$ cat src/rtl/register_file_pkg.sv
// ============================================================================
// register_file_pkg : shared core widths for decode, register file, write-back
// Rev 1.0
// ============================================================================
`default_nettype none

package register_file_pkg;
  localparam int DATA_W   = 24;
  localparam int ADDR_W   = 5;
  localparam int NUM_REGS = 2 ** ADDR_W;
endpackage

`default_nettype wire

$ cat src/rtl/register_file_if.sv
// ============================================================================
// register_file_if : read, write-back and reservation bus of the register file
// Rev 1.0
// ============================================================================
`default_nettype none

interface register_file_if #(
  parameter int DATA_W = register_file_pkg::DATA_W,
  parameter int ADDR_W = register_file_pkg::ADDR_W
);
  logic [ADDR_W-1:0] read_index_1;
  logic [ADDR_W-1:0] read_index_2;
  logic [DATA_W-1:0] read_data_1;
  logic [DATA_W-1:0] read_data_2;
  logic              wr_en;
  logic [ADDR_W-1:0] wr_index;
  logic [DATA_W-1:0] wr_data;
  logic              rsv_en;
  logic [ADDR_W-1:0] rsv_index;
  logic              busy_1;
  logic              busy_2;
  logic              stall;

  modport master (
    output read_index_1, read_index_2, wr_en, wr_index, wr_data, rsv_en, rsv_index,
    input  read_data_1, read_data_2, busy_1, busy_2, stall
  );

  modport slave (
    input  read_index_1, read_index_2, wr_en, wr_index, wr_data, rsv_en, rsv_index,
    output read_data_1, read_data_2, busy_1, busy_2, stall
  );
endinterface

`default_nettype wire

$ cat src/rtl/reg_scoreboard.sv
// ============================================================================
// reg_scoreboard : one busy bit per register, set on reservation, cleared on write-back
// Rev 1.0
// ============================================================================
`default_nettype none

module reg_scoreboard #(
  parameter int ADDR_W   = register_file_pkg::ADDR_W,
  parameter int ZERO_REG = 1
) (
  input  wire logic              clk,
  input  wire logic              reset,
  input  wire logic              set_en,
  input  wire logic [ADDR_W-1:0] set_index,
  input  wire logic              clr_en,
  input  wire logic [ADDR_W-1:0] clr_index,
  input  wire logic [ADDR_W-1:0] query_index_1,
  input  wire logic [ADDR_W-1:0] query_index_2,
  output logic                   busy_1,
  output logic                   busy_2
);
  import register_file_pkg::*;

  localparam int c_depth = 2 ** ADDR_W;

  logic [c_depth-1:0] r_busy;
  logic [c_depth-1:0] w_busy_nxt;
  logic               w_set_ok;

  assign w_set_ok = set_en && !((ZERO_REG != 0) && (set_index == '0));

  // Set is applied after clear so a same-index reservation outlives the write-back.
  always_comb begin
    w_busy_nxt = r_busy;
    if (clr_en) w_busy_nxt[clr_index] = 1'b0;
    if (w_set_ok) w_busy_nxt[set_index] = 1'b1;
  end

  always_ff @(posedge clk) begin
    if (reset) r_busy <= '0;
    else       r_busy <= w_busy_nxt;
  end

  assign busy_1 = r_busy[query_index_1] && !(clr_en && (clr_index == query_index_1));
  assign busy_2 = r_busy[query_index_2] && !(clr_en && (clr_index == query_index_2));
endmodule

`default_nettype wire

$ cat src/rtl/register_file.sv
// ============================================================================
// register_file : 2-read/1-write register file with write-through bypass and hazard scoreboard
// Rev 1.0
// ============================================================================
`default_nettype none

module register_file #(
  parameter int DATA_W   = register_file_pkg::DATA_W,
  parameter int ADDR_W   = register_file_pkg::ADDR_W,
  parameter int ZERO_REG = 1
) (
  input wire logic        clk,
  input wire logic        reset,
  register_file_if.slave  rf
);
  import register_file_pkg::*;

  localparam int c_depth = 2 ** ADDR_W;

  logic [DATA_W-1:0] r_mem [c_depth];
  logic              w_wr_ok;
  logic              w_zero_1;
  logic              w_zero_2;
  logic              w_hit_1;
  logic              w_hit_2;
  logic              w_busy_1;
  logic              w_busy_2;

  assign w_wr_ok = rf.wr_en && !((ZERO_REG != 0) && (rf.wr_index == '0));

  always_ff @(posedge clk) begin
    if (reset) begin
      for (int i = 0; i < c_depth; i++) r_mem[i] <= '0;
    end else if (w_wr_ok) begin
      r_mem[rf.wr_index] <= rf.wr_data;
    end
  end

  // Hardwired zero takes priority over the bypass path.
  assign w_zero_1 = (ZERO_REG != 0) && (rf.read_index_1 == '0);
  assign w_zero_2 = (ZERO_REG != 0) && (rf.read_index_2 == '0);
  assign w_hit_1  = rf.wr_en && (rf.wr_index == rf.read_index_1);
  assign w_hit_2  = rf.wr_en && (rf.wr_index == rf.read_index_2);

  assign rf.read_data_1 = w_zero_1 ? '0 : (w_hit_1 ? rf.wr_data : r_mem[rf.read_index_1]);
  assign rf.read_data_2 = w_zero_2 ? '0 : (w_hit_2 ? rf.wr_data : r_mem[rf.read_index_2]);

  reg_scoreboard #(
    .ADDR_W   (ADDR_W),
    .ZERO_REG (ZERO_REG)
  ) u_scoreboard (
    .clk           (clk),
    .reset         (reset),
    .set_en        (rf.rsv_en),
    .set_index     (rf.rsv_index),
    .clr_en        (rf.wr_en),
    .clr_index     (rf.wr_index),
    .query_index_1 (rf.read_index_1),
    .query_index_2 (rf.read_index_2),
    .busy_1        (w_busy_1),
    .busy_2        (w_busy_2)
  );

  assign rf.busy_1 = w_busy_1;
  assign rf.busy_2 = w_busy_2;
  assign rf.stall  = w_busy_1 | w_busy_2;
endmodule

`default_nettype wire

$ cat src/flat_wrapper.sv
// flat-port wrapper written by rule: the top's interface ports become plain ports
module register_file_flat import register_file_pkg::*;
#(
  parameter int DATA_W   = register_file_pkg::DATA_W,
  parameter int ADDR_W   = register_file_pkg::ADDR_W,
  parameter int ZERO_REG = 1
)
  (clk, reset, rf_read_index_1, rf_read_index_2, rf_wr_en, rf_wr_index, rf_wr_data, rf_rsv_en, rf_rsv_index, rf_read_data_1, rf_read_data_2, rf_busy_1, rf_busy_2, rf_stall);
  register_file_if #(.DATA_W(DATA_W), .ADDR_W(ADDR_W)) rf_i ();
  input wire logic clk;
  input wire logic reset;
  input wire logic [$bits(rf_i.read_index_1)-1:0] rf_read_index_1;
  input wire logic [$bits(rf_i.read_index_2)-1:0] rf_read_index_2;
  input wire logic [$bits(rf_i.wr_en)-1:0] rf_wr_en;
  input wire logic [$bits(rf_i.wr_index)-1:0] rf_wr_index;
  input wire logic [$bits(rf_i.wr_data)-1:0] rf_wr_data;
  input wire logic [$bits(rf_i.rsv_en)-1:0] rf_rsv_en;
  input wire logic [$bits(rf_i.rsv_index)-1:0] rf_rsv_index;
  output wire logic [$bits(rf_i.read_data_1)-1:0] rf_read_data_1;
  output wire logic [$bits(rf_i.read_data_2)-1:0] rf_read_data_2;
  output wire logic [$bits(rf_i.busy_1)-1:0] rf_busy_1;
  output wire logic [$bits(rf_i.busy_2)-1:0] rf_busy_2;
  output wire logic [$bits(rf_i.stall)-1:0] rf_stall;
  assign rf_i.read_index_1 = rf_read_index_1;
  assign rf_i.read_index_2 = rf_read_index_2;
  assign rf_i.wr_en = rf_wr_en;
  assign rf_i.wr_index = rf_wr_index;
  assign rf_i.wr_data = rf_wr_data;
  assign rf_i.rsv_en = rf_rsv_en;
  assign rf_i.rsv_index = rf_rsv_index;
  assign rf_read_data_1 = rf_i.read_data_1;
  assign rf_read_data_2 = rf_i.read_data_2;
  assign rf_busy_1 = rf_i.busy_1;
  assign rf_busy_2 = rf_i.busy_2;
  assign rf_stall = rf_i.stall;
  register_file #(.DATA_W(DATA_W), .ADDR_W(ADDR_W), .ZERO_REG(ZERO_REG)) u_core (.clk(clk), .reset(reset), .rf(rf_i));
endmodule
$ cat config.mk
export PLATFORM = sky130hd
export DESIGN_NAME = register_file_flat
export DESIGN_NICKNAME = d
export VERILOG_FILES = /design/src/rtl/register_file_pkg.sv /design/src/rtl/register_file_if.sv /design/src/rtl/reg_scoreboard.sv /design/src/rtl/register_file.sv /design/src/flat_wrapper.sv
export SDC_FILE = /design/constraint.sdc
export NUM_CORES = 1
export LEC_CHECK = 0
export BUFFER_PORTS_ARGS = -buffer_cell sky130_fd_sc_hd__buf_2
export CAP_MARGIN = 20
export CORE_ASPECT_RATIO = 0.75
export CORE_MARGIN = 1
export CORE_UTILIZATION = 30
export DETAILED_ROUTE_END_ITERATION = 10
export PLACE_DENSITY = 0.5
export SYNTH_ARGS = -nofsm -noshare
export SYNTH_HDL_FRONTEND = slang
export SYNTH_SLANG_ARGS = --single-unit
$ cat constraint.sdc
create_clock -name clk -period 7.1 [get_ports clk]
set_clock_uncertainty 0.1 [all_clocks]
set_input_delay 1.775 -clock clk [delete_from_list [all_inputs] [get_ports clk]]
set_output_delay 1.775 -clock clk [all_outputs]
set_load 0.01 [all_outputs]
==> results of run 1 <==
-- cells by family (layout without fill, tap and decap cells) --
logic type / after synthesis / after routing / share of synthesized area
other: 1 / 38 / 0.0000869
AO/OA/AOI/OAI: 410 / 410 / 0.0672
multiplexers: 528 / 528 / 0.211
AND/OR/NAND/NOR: 992 / 992 / 0.135
XOR/XNOR: 10 / 10 / 0.00203
flip-flops: 800 / 800 / 0.549
buffers and inverters: 338 / 392 / 0.0354
-- layout by cell type, fill, tap and decap left out, types with 22 or more instances in the layout --
cell         n
clkbuf_16   83
edfxtp_1   768
clkinv_1    22
a21oi_1     51
buf_4      131
a22oi_1     27
o221ai_1    46
o21ai_0     60
buf_2       93
mux4_2     305
dfxtp_1     32
a221oi_1    30
nor3_1      25
conb_1      24
nor2_2      31
a32o_1      25
o21ai_4     31
nand2_1     98
mux2i_1    216
o22ai_1     71
nor2_1      33
and2_1     746
a221o_1     24
-- layout make-up --
class	count	area, sq um	area share
clock inverters	40	288	0.00589
multi-input cells	1964	18500	0.378
flip-flops and latches	800	23700	0.485
clock buffers	101	2140	0.0439
repair buffers	244	1820	0.0372
well taps	1891	2370	0.0484
inverters	7	26.3	0.000538
diodes	14	35.0	0.000717
-- per-layer routing --
layer,global-route usage,routed length [um],up-vias
li1,-,-,11900
met1,0.336,75200,15200
met2,0.320,69500,1500
met3,0.0485,15000,201
met4,0.0534,3620,2
met5,0,20,-
-- where the power goes --
part	switching (uW)	internal [uW]	total (uW)	leakage (uW)
combinational	927	570	1500	0.00789
sequential	135	5420	5560	0.00757
clock	1920	2280	4190	0.00119
total	2980	8270	11200	0.0166
-- through the flow --
step | utilization | hold WS (ns)
3_3_place_gp | 0.325 | 0.360
5_1_grt | 0.342 | 0.411
2_1_floorplan | - | 0.352
6_report | 0.342 | 0.391
3_5_place_dp | 0.325 | 0.377
4_1_cts | 0.342 | 0.385
-- Yosys cell counts, drive strengths merged (2+ instances only) --
master,n,area [sq um]
o211ai,18,135
or3b,3,26.3
nand2b,2,12.5
a2111oi,2,23.8
nor2,66,258
and2,746,4670
dfxtp,32,641
or3,2,12.5
and3,3,18.8
nand3b,8,60.1
o21ai,92,460
a221oi,30,263
nor3,26,135
o2111ai,15,131
mux4,305,6870
o221ai,46,403
nor3b,4,30.0
nand2,98,368
inv,6,22.5
and3b,3,26.3
a221o,24,240
xor2,5,43.8
a32o,25,250
a22oi,27,203
mux2,7,78.8
a21oi,53,269
buf,117,697
xnor2,5,43.8
nor4,4,37.5
nand3,18,90.1
nor2b,5,31.3
clkbuf,214,806
o22ai,71,444
edfxtp,768,23100
or2,2,12.5
mux2i,216,2160
a21boi,2,18.8
-- state kept, by name, summed over array words and instances, names as in the netlist --
signal                      cells
u_core.r_mem                  768
u_core.u_scoreboard.r_busy     32
-- final timing paths --
| check | start | endpoint | slack [ns] | depth (start not counted) |
|---|---|---|---|---|
| worst max-delay path | rf_wr_index[0] | rf_read_data_2[10] | 0.36 | 8 |
| worst min-delay path | u_core.u_scoreboard.r_busy[0] | u_core.u_scoreboard.r_busy[0] | 0.39 | 1 |
| worst max register to register | u_core.u_scoreboard.r_busy[7] | u_core.u_scoreboard.r_busy[7] | 6.28 | 2 |
| worst min register to register | u_core.u_scoreboard.r_busy[0] | u_core.u_scoreboard.r_busy[0] | 0.39 | 1 |
==> flow_summary.yaml, run 1 <==
outcome:
  status: "completed"
drt:
  drt-total-wl_um: 163000
  drc: 0
  dr.pass1.iters: 5
  drtIter0Drc: 3948
  via_count: 28800
  postRouteAntennaNets: 0
  wl_per_cell_um: 32.3
  viasPerCell: 5.69
placed_design:
  hpwl_um: 97500
  port_buffers: 98
  placedCellCount: 4905
  routabilityCongestion: 0.834
  pre_cts_ws_ns: 0.589
  placed_area_sq_um: 46400
clocking:
  hold_buffers: 0
  root_buffer: "clkbuf_16"
  cts.sinks: 800
  numCtsBuffers: 80
  htreeDepth: 3
  clk_pin_slew_ns: 0.07
  post_cts_buffers: 0
  clk_path_buf_depth: 3
  cts_tree: "built"
  worstSkewPairLatency_ns: 0.67
  cts_resized: 0
global_routing:
  grt_max_degree: 89
  grt_pass1_wl_um: 226000
  antenna_found_initial: 21
  grt_pass1_vias: 27900
  track_usage: 0.222
  grt_overflow_total: 0
worst_setup_path:
  cp_cell_sequence: "buf_2, xnor2_1, nand3_1, o31ai_4, buf_4, a211oi_1, a221o_1, buf_2"
  critPathBufInv: 3
  startpoint_type: "primary input"
  cp.arrival_ns: 4.87
  crit_path_end_kind: "primary output"
  path_class: "in -> out"
  crit_slowest_cell: "o31ai_4"
  cpMostUsedCell: "buf_2"
  crit_fanout: 13
  required_ns: 5.22
  critical-path-top-delay-family: "compound AO/OA/AOI/OAI gates"
  slowest_delay_ns: 0.98
job:
  maxCapViolCount: 0
power_and_ir_drop:
  finalPower_uw: 11200
  power_density_nw_per_um2: 230
  leakage_uw: 0.0166
  vdd_drop_max_mv: 0.154
yosys:
  ys_ff_latch: 800
  synth_edf_count: 768
  ys.flop_type: "edfxtp_1"
  synthCells: 3079
  syn_area_per_cell_sq_um: 14.0
  yosysUniqueCellTypes: 59
  postSynth.asyncResetShare: 0
  yosysWarningCount: 0
  syn_area_sq_um: 43100
  seq_area_frac_synth: 0.549
final_layout:
  drive_above_1_share: 0.234
  fillers: 13700
  final_area_sq_um: 48800
  finalNonFillerCells: 5061
  nets: 3145
  syn_to_final_growth_pct: 13.2
floorplan:
  die_h_um: 330
  ioPinCount: 99
  core_area_sq_um: 143000
  fp-row-count: 120
  initial_core_util: 0.302
  die_w_um: 440
  die_area_sq_um: 145000
sta:
  finalHoldViolCount: 0
  setup_viol: 0
  fmax_mhz: 148
  drv_slew: 0
  setup_ws_ns: 0.356
  rsz0062_at_grt: "false"
  finalCritPeriodShare: 0.950
  fin_tns_setup_ns: 0
  worstMarginPinSlew_ns: 1.15
  period_needed_ns: 6.74
  relSlewSlack: 0.227
hold_path:
  hold_path_class: "reg -> reg"
Power figures use the tool's default switching activity.
==> inputs of run 2 (changes only) <==
REMOVE_ABC_BUFFERS = 1   (was default)
==> flow_summary.yaml, run 2 (synthesized netlist as in run 1, its figures left out) <==
outcome:
  status: "completed"
floorplan:
  die_w_um: 440
  initial_core_util: 0.302
  fp-row-count: 120
  die_area_sq_um: 145000
  ioPinCount: 99
  die_h_um: 330
  core_area_sq_um: 143000
sta:
  fin_tns_setup_ns: 0
  fmax_mhz: 155
  holdWs_ns: 0.395
  finalCritPeriodShare: 0.911
  setup_ws_ns: 0.632
  finalHoldViolCount: 0
  drv_slew: 0
  worstMarginPinSlew_ns: 1.15
  relSlewSlack: 0.234
  period_needed_ns: 6.47
  rsz0062_at_grt: "false"
  setup_viol: 0
drt:
  viasPerCell: 5.67
  drt-total-wl_um: 161000
  postRouteAntennaNets: 0
  dr.pass1.iters: 5
  via_count: 28800
  drtIter0Drc: 4156
  drc: 0
  wl_per_cell_um: 31.6
worst_setup_path:
  critical-path-top-delay-family: "buffers and inverters"
  endpoint: "rf_read_data_2[8]"
  crit_slowest_cell: "a21boi_4"
  crit_path_end_kind: "primary output"
  path_class: "in -> out"
  r2r-start: "u_core.u_scoreboard.r_busy[30]"
  startpoint: "rf_wr_index[3]"
  startpoint_type: "primary input"
  ff2ff_path_depth: 2
  cp_num_cells: 9
  r2r-end: "u_core.u_scoreboard.r_busy[30]"
  slowest_delay_ns: 0.63
  required_ns: 5.22
  critPathBufInv: 4
  crit_fanout: 13
  regToRegSetupSlack_ns: 6.22
  cp.arrival_ns: 4.59
  cp_cell_sequence: "buf_2, xnor2_1, buf_4, nand3_1, nor3_2, a21boi_4, buf_4, a221o_1, buf_2"
clocking:
  cts.sinks: 800
  clk_pin_slew_ns: 0.06
  hold_buffers: 0
  numCtsBuffers: 84
  cts_resized: 0
  post_cts_buffers: 0
  clk_path_buf_depth: 3
  root_buffer: "clkbuf_16"
  cts_tree: "built"
  htreeDepth: 3
  worstSkewPairLatency_ns: 0.67
global_routing:
  grt_overflow_total: 0
  track_usage: 0.219
  grt_max_degree: 60
  grt_pass1_vias: 28000
  grt_pass1_wl_um: 224000
  antenna_found_initial: 13
final_layout:
  largestRegisters: "u_core.r_mem: 768 flops, u_core.u_scoreboard.r_busy: 32 flops"
  drive_above_1_share: 0.243
  syn_to_final_growth_pct: 14.5
  final_common_cell: "edfxtp_1"
  layout_common_cells: "edfxtp_1, and2_1, mux4_2"
  finalNonFillerCells: 5080
  largest_register_ffs: 768
  nets: 3160
  regMostFlops: "u_core.r_mem"
power_and_ir_drop:
  power_density_nw_per_um2: 240
  vdd_drop_max_mv: 0.177
  leakage_uw: 0.0169
hold_path:
  worstHoldStart: "u_core.u_scoreboard.r_busy[2]"
  hold_path_class: "reg -> reg"
placed_design:
  port_buffers: 98
  pre_cts_ws_ns: 0.242
  hpwl_um: 98600
  placedCellCount: 4916
  routabilityCongestion: 0.823
job:
  maxCapViolCount: 0
==> run 2: changes by cell type in the layout (fill, tap and decap cells not counted) <==
cell / before / now
buf_4: 131 / 144
clkbuf_16: 83 / 94
clkbuf_1: 18 / 9
bufinv_16: 4 / 11
diode_2: 14 / 11
buf_2: 93 / 91
clkinv_2: 11 / 13
inv_6: 3 / 1
clkinv_8: 0 / 1
inv_16: 0 / 1
==> run 2: worst min-delay path by stage <==
stage	end	cells after the start
6_report	u_core.u_scoreboard.r_busy[2]	2
5_1_grt	u_core.u_scoreboard.r_busy[2]	2
4_1_cts	u_core.u_scoreboard.r_busy[2]	2
3_5_place_dp	u_core.u_scoreboard.r_busy[2]	2
3_3_place_gp	u_core.u_scoreboard.r_busy[2]	2
2_1_floorplan	u_core.u_scoreboard.r_busy[2]	2
==> run 2: final cells by class <==
| type | instances | area [sq um] |
|---|---|---|
| fillers | 13600 | 93400 |
| flip-flops and latches | 800 | 23700 |
| multi-input cells | 1964 | 18500 |
| clock buffers | 103 | 2390 |
| well taps | 1891 | 2370 |
| repair buffers | 255 | 1900 |
| clock inverters | 49 | 527 |
| diodes | 11 | 27.5 |
| inverters | 7 | 26.3 |
==> run 2: per-stage QoR <==
stage,power [uW],utilization,area (sq um)
floorplan,6310,-,41700
global placement,7130,0.325,46500
detailed placement,7130,0.325,46500
CTS,11900,0.346,49400
global route,12200,0.346,49400
finish,11900,0.346,49400
==> run 2: worst reg2reg max path: stages (launching register included) <==
cell,delay (ns)
dfxtp_1,0.40
o21ai_0,0.11
a21oi_1,0.19
==> run 2: power by group <==
group	leakage (uW)	internal, uW	switching, uW
Clock	0.00143	2790	2010
Combinational	0.00794	575	921
Sequential	0.00757	5420	133
==> run 2: per-layer routing <==
layer	share of wire	GRT usage	up-vias
met5	0	0	-
met3	0.097	0.0474	185
li1	-	-	11900
met2	0.42	0.309	1596
met1	0.47	0.341	15100
met4	0.020	0.0465	0
